===== config.mk =====
export PLATFORM = sky130hd
export DESIGN_NAME = neo_rom_bridge
export DESIGN_NICKNAME = d
export VERILOG_FILES = /design/src/rtl/neo_pkg.sv /design/src/rtl/neo_rom_cache.sv /design/src/rtl/neo_rom_bridge.sv
export SDC_FILE = /design/constraint.sdc
export NUM_CORES = 1
export LEC_CHECK = 0
export ABC_AREA = 0
export BUFFER_PORTS_ARGS = -buffer_cell sky130_fd_sc_hd__buf_2
export CAP_MARGIN = 10
export CORE_UTILIZATION = 55
export CTS_CLUSTER_DIAMETER = 40
export DETAILED_ROUTE_END_ITERATION = 10
export PLACE_DENSITY = 0.81
export SLEW_MARGIN = 5
export SYNTH_ARGS = -nofsm -noshare
export SYNTH_HDL_FRONTEND = slang
export SYNTH_SLANG_ARGS = --single-unit

===== constraint.sdc =====
create_clock -name CLK -period 6.4 [get_ports CLK]
set_input_delay 1.28 -clock CLK [delete_from_list [all_inputs] [get_ports CLK]]
set_output_delay 1.28 -clock CLK [all_outputs]
set_load 0.005 [all_outputs]

===== src/rtl/neo_pkg.sv =====
// Shared types and constants for the NeoGeo ROM-to-SDRAM read bridge.
// Holds the FSM state encoding, the region codes and the P2 bank base address.
package neo_pkg;

  typedef enum logic [1:0] {
    sIdle = 2'd0,
    sReq  = 2'd1,
    sHold = 2'd2
  } neoState;

  typedef enum logic [1:0] {
    rRom  = 2'd0,
    rPort = 2'd1,
    rSrom = 2'd2
  } neoRegion;

  // P2 bank 0 begins one megabyte above the P1 ROM image.
  localparam logic [24:0] P2_BASE = 25'h100000;

endpackage


===== src/rtl/neo_rom_cache.sv =====
// Single-entry read cache keyed by region and SDRAM byte address.
// Clearing the entry takes priority over a fill that arrives in the same cycle.
module neo_rom_cache
  import neo_pkg::*;
#(
  parameter int DATA_W = 16
) (
  input  logic              clk,
  input  logic              rst,
  input  logic              invalidate,
  input  logic              fill,
  input  neoRegion          fillRegion,
  input  logic [24:0]       fillAddr,
  input  logic [DATA_W-1:0] fillData,
  input  neoRegion          lookRegion,
  input  logic [24:0]       lookAddr,
  output logic              hit,
  output logic [DATA_W-1:0] hitData
);

  logic              entryValid;
  neoRegion          entryRegion;
  logic [24:0]       entryAddr;
  logic [DATA_W-1:0] entryData;

  always_ff @(posedge clk) begin
    if (rst || invalidate) begin
      entryValid <= 1'b0;
    end else if (fill) begin
      entryValid <= 1'b1;
    end
  end

  always_ff @(posedge clk) begin
    if (fill) begin
      entryRegion <= fillRegion;
      entryAddr   <= fillAddr;
      entryData   <= fillData;
    end
  end

  assign hit     = entryValid && (entryRegion == lookRegion) && (entryAddr == lookAddr);
  assign hitData = entryData;

endmodule


===== src/rtl/neo_rom_bridge.sv =====
// Bridges 68K ROM/port/system-ROM read strobes to a request/ack SDRAM port,
// with P2 bank switching, a one-entry read cache and an ACK timeout.
module neo_rom_bridge
  import neo_pkg::*;
#(
  parameter int          TIMEOUT   = 255,
  parameter logic [24:0] SROM_BASE = 25'h1800000
) (
  input  logic        CLK,
  input  logic        RESET,
  input  logic [23:1] M68K_ADDR,
  input  logic [7:0]  M68K_DATA_IN,
  input  logic        nAS,
  input  logic        nROMOEL,
  input  logic        nROMOEU,
  input  logic        nPORTOEL,
  input  logic        nPORTOEU,
  input  logic        nSROMOEL,
  input  logic        nSROMOEU,
  input  logic        nPORTWEL,
  output logic        MEM_REQ,
  output logic [24:0] MEM_ADDR,
  input  logic        MEM_ACK,
  input  logic [15:0] MEM_DATA,
  output logic [15:0] M68K_DOUT,
  output logic        DOUT_EN,
  output logic        nROMWAIT,
  output logic        nPWAIT0,
  output logic        nPWAIT1,
  output logic        PDTACK,
  output logic        ERR,
  input  logic        INVALIDATE
);

  localparam logic [7:0] TIMEOUT_CNT = TIMEOUT[7:0];

  neoState     state, stateNext;
  neoRegion    region, regionNext, reqRegion;
  logic        memReqNext, doutEnNext, errNext, abortedNext;
  logic        aborted, abortNow;
  logic [24:0] memAddrNext, reqAddr;
  logic [15:0] doutNext;
  logic [7:0]  count, countNext;
  logic [2:0]  bank;
  logic        oeAllHighPrev, nPortWelPrev;
  logic        romLow, portLow, sromLow, start, bankLoad, ack;
  logic        cacheHit, cacheFill;
  logic [15:0] cacheData;
  logic        unusedBits;

  assign romLow  = ~nROMOEL  | ~nROMOEU;
  assign portLow = ~nPORTOEL | ~nPORTOEU;
  assign sromLow = ~nSROMOEL | ~nSROMOEU;
  assign start   = oeAllHighPrev & (romLow | portLow | sromLow);
  assign ack     = MEM_ACK & MEM_REQ;

  // Bank register sits at the top 16 bytes of the P2 window.
  assign bankLoad = nPortWelPrev & ~nPORTWEL & (&M68K_ADDR[19:4]);

  always_comb begin
    reqRegion = rSrom;
    if (romLow)       reqRegion = rRom;
    else if (portLow) reqRegion = rPort;
  end

  always_comb begin
    case (reqRegion)
      rRom:    reqAddr = {5'd0, M68K_ADDR[19:1], 1'b0};
      rPort:   reqAddr = P2_BASE + {2'b00, bank, 20'd0} + {5'd0, M68K_ADDR[19:1], 1'b0};
      default: reqAddr = SROM_BASE + {8'd0, M68K_ADDR[16:1], 1'b0};
    endcase
  end

  neo_rom_cache #(.DATA_W(16)) cache (
    .clk        (CLK),
    .rst        (RESET),
    .invalidate (INVALIDATE | bankLoad),
    .fill       (cacheFill),
    .fillRegion (region),
    .fillAddr   (MEM_ADDR),
    .fillData   (MEM_DATA),
    .lookRegion (reqRegion),
    .lookAddr   (reqAddr),
    .hit        (cacheHit),
    .hitData    (cacheData)
  );

  always_comb begin
    stateNext   = state;
    regionNext  = region;
    memReqNext  = MEM_REQ;
    memAddrNext = MEM_ADDR;
    doutNext    = M68K_DOUT;
    doutEnNext  = DOUT_EN;
    errNext     = ERR;
    countNext   = count;
    abortedNext = aborted;
    cacheFill   = 1'b0;
    abortNow    = aborted | nAS;
    case (state)
      sIdle: begin
        if (start) begin
          regionNext = reqRegion;
          if (cacheHit) begin
            stateNext  = sHold;
            doutNext   = cacheData;
            doutEnNext = 1'b1;
          end else begin
            stateNext   = sReq;
            memReqNext  = 1'b1;
            memAddrNext = reqAddr;
            countNext   = 8'd0;
            abortedNext = 1'b0;
          end
        end
      end
      sReq: begin
        // An ACK in the timeout cycle still delivers real data.
        if (ack || count == TIMEOUT_CNT) begin
          memReqNext = 1'b0;
          if (ack) begin
            doutNext  = MEM_DATA;
            cacheFill = 1'b1;
          end else begin
            doutNext = 16'hFFFF;
            errNext  = 1'b1;
          end
          if (abortNow) begin
            stateNext = sIdle;
          end else begin
            stateNext  = sHold;
            doutEnNext = 1'b1;
          end
        end else begin
          countNext   = count + 8'd1;
          abortedNext = abortNow;
        end
      end
      sHold: begin
        if (nAS) begin
          stateNext  = sIdle;
          doutEnNext = 1'b0;
        end
      end
      default: stateNext = sIdle;
    endcase
  end

  always_ff @(posedge CLK) begin
    if (RESET) begin
      state         <= sIdle;
      region        <= rRom;
      MEM_REQ       <= 1'b0;
      MEM_ADDR      <= 25'd0;
      M68K_DOUT     <= 16'd0;
      DOUT_EN       <= 1'b0;
      ERR           <= 1'b0;
      count         <= 8'd0;
      aborted       <= 1'b0;
      bank          <= 3'd0;
      oeAllHighPrev <= 1'b0;
      nPortWelPrev  <= 1'b0;
    end else begin
      state         <= stateNext;
      region        <= regionNext;
      MEM_REQ       <= memReqNext;
      MEM_ADDR      <= memAddrNext;
      M68K_DOUT     <= doutNext;
      DOUT_EN       <= doutEnNext;
      ERR           <= errNext;
      count         <= countNext;
      aborted       <= abortedNext;
      oeAllHighPrev <= ~(romLow | portLow | sromLow);
      nPortWelPrev  <= nPORTWEL;
      if (bankLoad) bank <= M68K_DATA_IN[2:0];
    end
  end

  assign nROMWAIT = ~((state == sReq) && (region != rPort));
  assign PDTACK   = (state == sHold) && (region == rPort);
  assign nPWAIT0  = 1'b1;
  assign nPWAIT1  = 1'b1;

  assign unusedBits = &{1'b0, M68K_ADDR[23:20], M68K_DATA_IN[7:3]};

endmodule


# Word level (Yosys, flattened, before mapping)

Index checks and enable logic that the tools add are counted.

Register bits: 106
Bits in writable memories: 0
Output and inout bits: 48
Bits in latches: 0
Bits of input ports: 59
ROM bits: 0
Memories kept: 0

$lt $le $gt $ge: 0
Shift-type cells: 0
Multipliers: 0
Mux-type cells: 35
Add/sub/neg operators: 4
Bitwise gates (word level): 22
Reductions and logical operators: 19
Equality and inequality tests: 15
Divide/modulo/power cells: 0

Operators by type and width:

| kind                                                                   | count |
|---|---|
| 16-bit two-way mux                                                     | 4 |
| 25-bit case mux with 2 select lines                                    | 1 |
| 16-bit case mux with 2 select lines                                    | 1 |
| 24-bit by 18-bit adder with 25-bit output (first input constant)       | 1 |
| 24-bit by 20-bit adder with 25-bit output                              | 1 |
| 25-bit equality test                                                   | 1 |
| 21-bit by 23-bit adder with 24-bit output (first input constant)       | 1 |
| 8-bit two-way mux                                                      | 3 |
| 8-bit case mux with 2 select lines                                     | 1 |
| 16-bit AND reduction                                                   | 1 |
| 1-bit two-way mux                                                      | 14 |
| 2-bit two-way mux                                                      | 7 |
| 2-bit != test (second input constant)                                  | 6 |
| 4-bit AND reduction                                                    | 3 |
| 1-bit inverter                                                         | 11 |
| 3-bit AND reduction                                                    | 3 |
| 8-bit by 1-bit adder with 8-bit output (second input constant)         | 1 |
| 8-bit equality test (second input constant)                            | 1 |
| 1-bit OR                                                               | 7 |
| 2-bit by 1-bit equality test with 1-bit output (second input constant) | 3 |
| 2-bit case mux with 3 select lines                                     | 1 |
| 6-bit AND reduction                                                    | 1 |
| 1-bit AND                                                              | 4 |
| 1-bit logical AND                                                      | 4 |
| other kinds (10)                                                       | 14 |

# Logic depth before layout (Yosys ltp)

Word-level depth: 11
Gate-level depth with buffers: 10

# Cells and area by module

Synthesis repeated with hierarchy kept, for this count alone.

Cells, all modules: 452
Area, all modules: 4,593.2 µm²

Modules (own cells, without submodules):

| module         | instances | cells an instance | area each (µm²) |
|---|---|---|---|
| neo_rom_bridge | 1         | 370               | 2,972.9 |
| neo_rom_cache  | 1         | 82                | 1,620.3 |

# Worst setup path before layout

No wires, ideal clock.

Kind: input port to flip-flop
Start: input nPORTOEL
End: register M68K_DOUT[10]
Data required time: 6,328 ps
Cell stages on the path: 8
Arrival time: 3,233 ps
Path slack: 3,095 ps
Path through: and4_4 a21boi_2 or4_4 nor4b_4 a21oi_2 nor3_4 buf_12 mux2i_1

Word-level cells in the longest chain between the ends: 10

Ends and longest elaborated chain:

| element                                                                             | RTL line              | text |
|---|---|---|
| start, declared                                                                     | neo_rom_bridge.sv:16  | `input logic nPORTOEL,` |
| 1-bit inverter *                                                                    | neo_rom_bridge.sv:52  | `assign portLow = ~nPORTOEL \| ~nPORTOEU;` |
| 1-bit OR *                                                                          | neo_rom_bridge.sv:52  |  |
| 2-bit two-way mux                                                                   | neo_rom_bridge.sv:63  | `else if (portLow) reqRegion = rPort;` |
| 2-bit two-way mux                                                                   | neo_rom_bridge.sv:62  | `if (romLow) reqRegion = rRom;` |
| 2-bit by 1-bit equality test with 1-bit output or 2-bit logical NOT (tied branches) | neo_rom_bridge.sv:67  | `case (reqRegion)` |
| 25-bit case mux with 2 select lines                                                 | neo_rom_bridge.sv:67  |  |
| 25-bit equality test                                                                | neo_rom_cache.sv:42   | `assign hit = entryValid && (entryRegion == lookRegion) && (entryAddr == lookAddr);` |
| 1-bit logical AND                                                                   | neo_rom_cache.sv:42   |  |
| 2-bit by 1-bit != test with 1-bit output (no source line)                           | -                     |  |
| 4-bit AND reduction (no source line) *                                              | -                     |  |
| end signal, assigned                                                                | neo_rom_bridge.sv:168 | `M68K_DOUT <= doutNext;` |
| end, declared                                                                       | neo_rom_bridge.sv:25  | `output logic [15:0] M68K_DOUT,` |

Every way passes the cells marked *; elsewhere a longest branch is shown, timed or not.
A chain may end at the register's enable or synchronous reset.

# Final worst setup path

Start: input nPORTOEL
End: register M68K_DOUT[12]

The elaborated chain is that of the path after synthesis.

==> metrics.md <==
| Metric | Value |
|---|---|
| # DRC | `0` |
| Grt ovf | `0` |
| Initial core utilization | `57.7%` |
| Worst-margin pin slew | `roughly 1200 ps` |
| Clock Latency Late Sink | `360 ps` |
| Fin crit share | `61.5%` |
| Syn-to-layout area delta | `16.0%` |
| Crit path max fanout | `16` |
| CTS tree | `yes` |
| MaxCap Viol Count | `0` |
| Total power | `roughly 1.2 mW` |
| Gp weighted congestion | `0.820` |
| Filler cells | `642` |
| Placement Setup Slack | `2110 ps` |
| Rows | `32` |
| Worst R2R End | `M68K_DOUT[12]` |
| CTS clk-pin slew, worst paths | `100 ps` |
| Most common cell after layout, fill and taps aside | `buf_2` |
| Number of top-level pins | `approximately 110` |
| First-pass GRT wire length | `15900 um` |
| H-tree depth | `3` |
| Sequential share of the synthesized area | `55.3%` |
| Final net count | `573` |
| Clock Tree Buf Depth | `2` |
| Pwr Density | `~220 nW/um2` |
| Vias in the first global route | `3320` |
| Slowest cell on the critical path | `nor3_4` |
| Slew Viols, Final | `0` |
| Syn avg cell area | `~11 um2` |
| Cells after Synth | `425` |
| Post-cts repair resize count | `0` |
| CP Class | `input pin to flop` |
| Routed via count | `3373` |
| Reg2Reg Setup Slack | `between 3000 and 4000 ps` |
| Setup ws final | `2460 ps` |
| Die Height | `92.7 um` |
| CORE AREA | `7850 um2` |
| Leak | `1.94 nW` |
| Hold Path Sink | `cache.entryRegion[1]` |
| Total track usage | `a little under a quarter` |
| DP Wirelength | `6640 um` |
| Initial antenna violation count | `0` |
| Setup bufs post-CTS | `0` |
| Worst EP arrival | `~4200 ps` |
| Drt pass-1 iters | `5` |
| Placed instance count | `roughly 600` |
| ANT nets after route | `0` |
| Worst setup SP type | `input pin` |
| CP required | `6680 ps` |
| Crit path time final | `~4000 ps` |
| Netlist cell types | `56` |
| Peak VDD IR | `0.128 mV` |
| RSZ-0062 raised after global routing | `no` |
| Largest net degree at the start of global routing | `71` |
| Via-per-instance ratio | `5.45` |
| Final hold vios | `0` |
| Final setup fails | `0` |
| Final wirelength | `about 9500 um` |
| Die X | `92.7 um` |
| Hold Path Class | `flop to flop` |
| Number of flops mapped to enable cells by yosys | `42` |
| Synth Warn # | `0` |
| Clk sinks | `104` |
| Most frequent cells in the layout | `buf_2 (94), nor2_1 (76), dfxtp_1 (62)` |
| Crit. End Element | `flop` |
| IO Port Bufs | `94` |
| Clk root buf | `clkbuf_8` |
| Clock Skew | `12.9 ps` |
| FF+latch count, synth | `104` |
| Antenna cells | `0` |
| Status | `complete, no violations` |
| Crit-path cells | `buf_2 > nand4_1 > a21o_1 > a2111oi_0 > nor4b_4 > a21oi_2 > nor3_4 > mux2i_1` |
| Die area | `8600 um2` |
| Post-route setup TNS | `0 ps` |
| Non-Filler Instances | `619` |
| Headroom to the max-slew limit | `~22%` |
| Layout cells sized above 1 | `24.0%` |
| Most used DFF post-synth | `dfxtp_1` |
| Routed len/inst | `approximately 15 um` |
| Hold Startpoint | `region[1]` |
| Synth async-reset ratio | `0%` |
| Initial drt markers | `222` |
| R2R depth | `7` |
| Cell Area, Synth | `between 4000 and 5000 um2` |
| Worst hold stages | `0` |
| Max Clock Freq | `254 MHz` |
| R2r startpoint | `cache.entryAddr[10]` |
| CTS Buf Count | `9` |
| Crit-path max cell delay | `820 ps` |
| Hold buffers post-CTS | `0` |
per-layer routing:
layer	global-route usage [%]	part of all wire [%]
met1	31.3	46
met2	39.4	49
met3	3.20	4.4
met4	7.56	0.58
met5	0	0
metrics by stage:
step	cell area, um2	hold WS [ps]	utilization [%]
floorplan	4530	422	-
global placement	5040	432	64.2
detailed placement	5040	436	64.2
CTS	5250	459	66.9
global route	5250	481	66.9
finish	5250	463	66.9
power by group:
part	switching, mW	internal, mW
Combinational	0.0324	0.0232
Sequential	0.000724	0.686
Clock	0.231	0.198
Yosys cell counts, drive strengths merged, types with 3 or more instances:
cell    number  area [um2]
a21boi       4        33.8
a21oi       12        63.8
a31oi        4        25.0
and2         4        25.0
and4         3        28.8
buf         11        78.8
clkbuf      10        37.5
dfxtp       62        1240
edfxtp      42        1260
inv          3        11.3
mux2i       42         420
nand2       17        63.8
nand2b      19         119
nand3        9        45.0
nand4       12        75.1
nor2        76         285
nor3         7        46.3
o211ai       4        35.0
o21ai       23         119
o31ai        4        30.0
or3          5        31.3
or4          7        56.3
xnor2       17         149
cell families after synthesis:
kind of cell	count (synthesis)	share of synthesized area (%)
AO/OA/AOI/OAI	64	9.34
XOR/XNOR	19	3.68
adder cells (fa/ha/maj)	2	0.553
buffers and inverters	24	2.82
flip-flops	104	55.3
multiplexers	42	9.29
other	2	0.166
AND/OR/NAND/NOR	168	18.9
cell type report:
cell class / count / area, um2 / share of cell area (%)
flip-flops and latches: 104 / 2500 / 47.7
multi-input cells: 298 / 1910 / 36.4
repair buffers: 96 / 485 / 9.25
clock buffers: 10 / 138 / 2.62
well taps: 102 / 128 / 2.43
clock inverters: 6 / 75.1 / 1.43
inverters: 3 / 11.3 / 0.214
critical path: cells and delay by family:
kind,cells,cell delay [ps]
AOI/OAI and AO/OA,3,890
buffers and inverters,1,120
muxes,1,280
and+or+nand+nor,3,1640
flip-flops by register name, indices dropped and copies added, names as in the netlist, 2 cells and up:
signal,flops
state,2
M68K_DOUT,16
bank,3
MEM_ADDR,24
count,8
cache.entryAddr,24
cache.hitData,16
region,2
cache.entryRegion,2
worst max-delay path by stage:
stage | start | endpoint
finish | nPORTOEL | M68K_DOUT[12]
global placement | nPORTOEL | M68K_DOUT[4]
detailed placement | nPORTOEL | M68K_DOUT[12]
floorplan | nPORTOEL | M68K_DOUT[10]
CTS | nPORTOEL | M68K_DOUT[12]
global route | nPORTOEL | M68K_DOUT[7]
No activity file was read; power rests on OpenSTA's default activity.
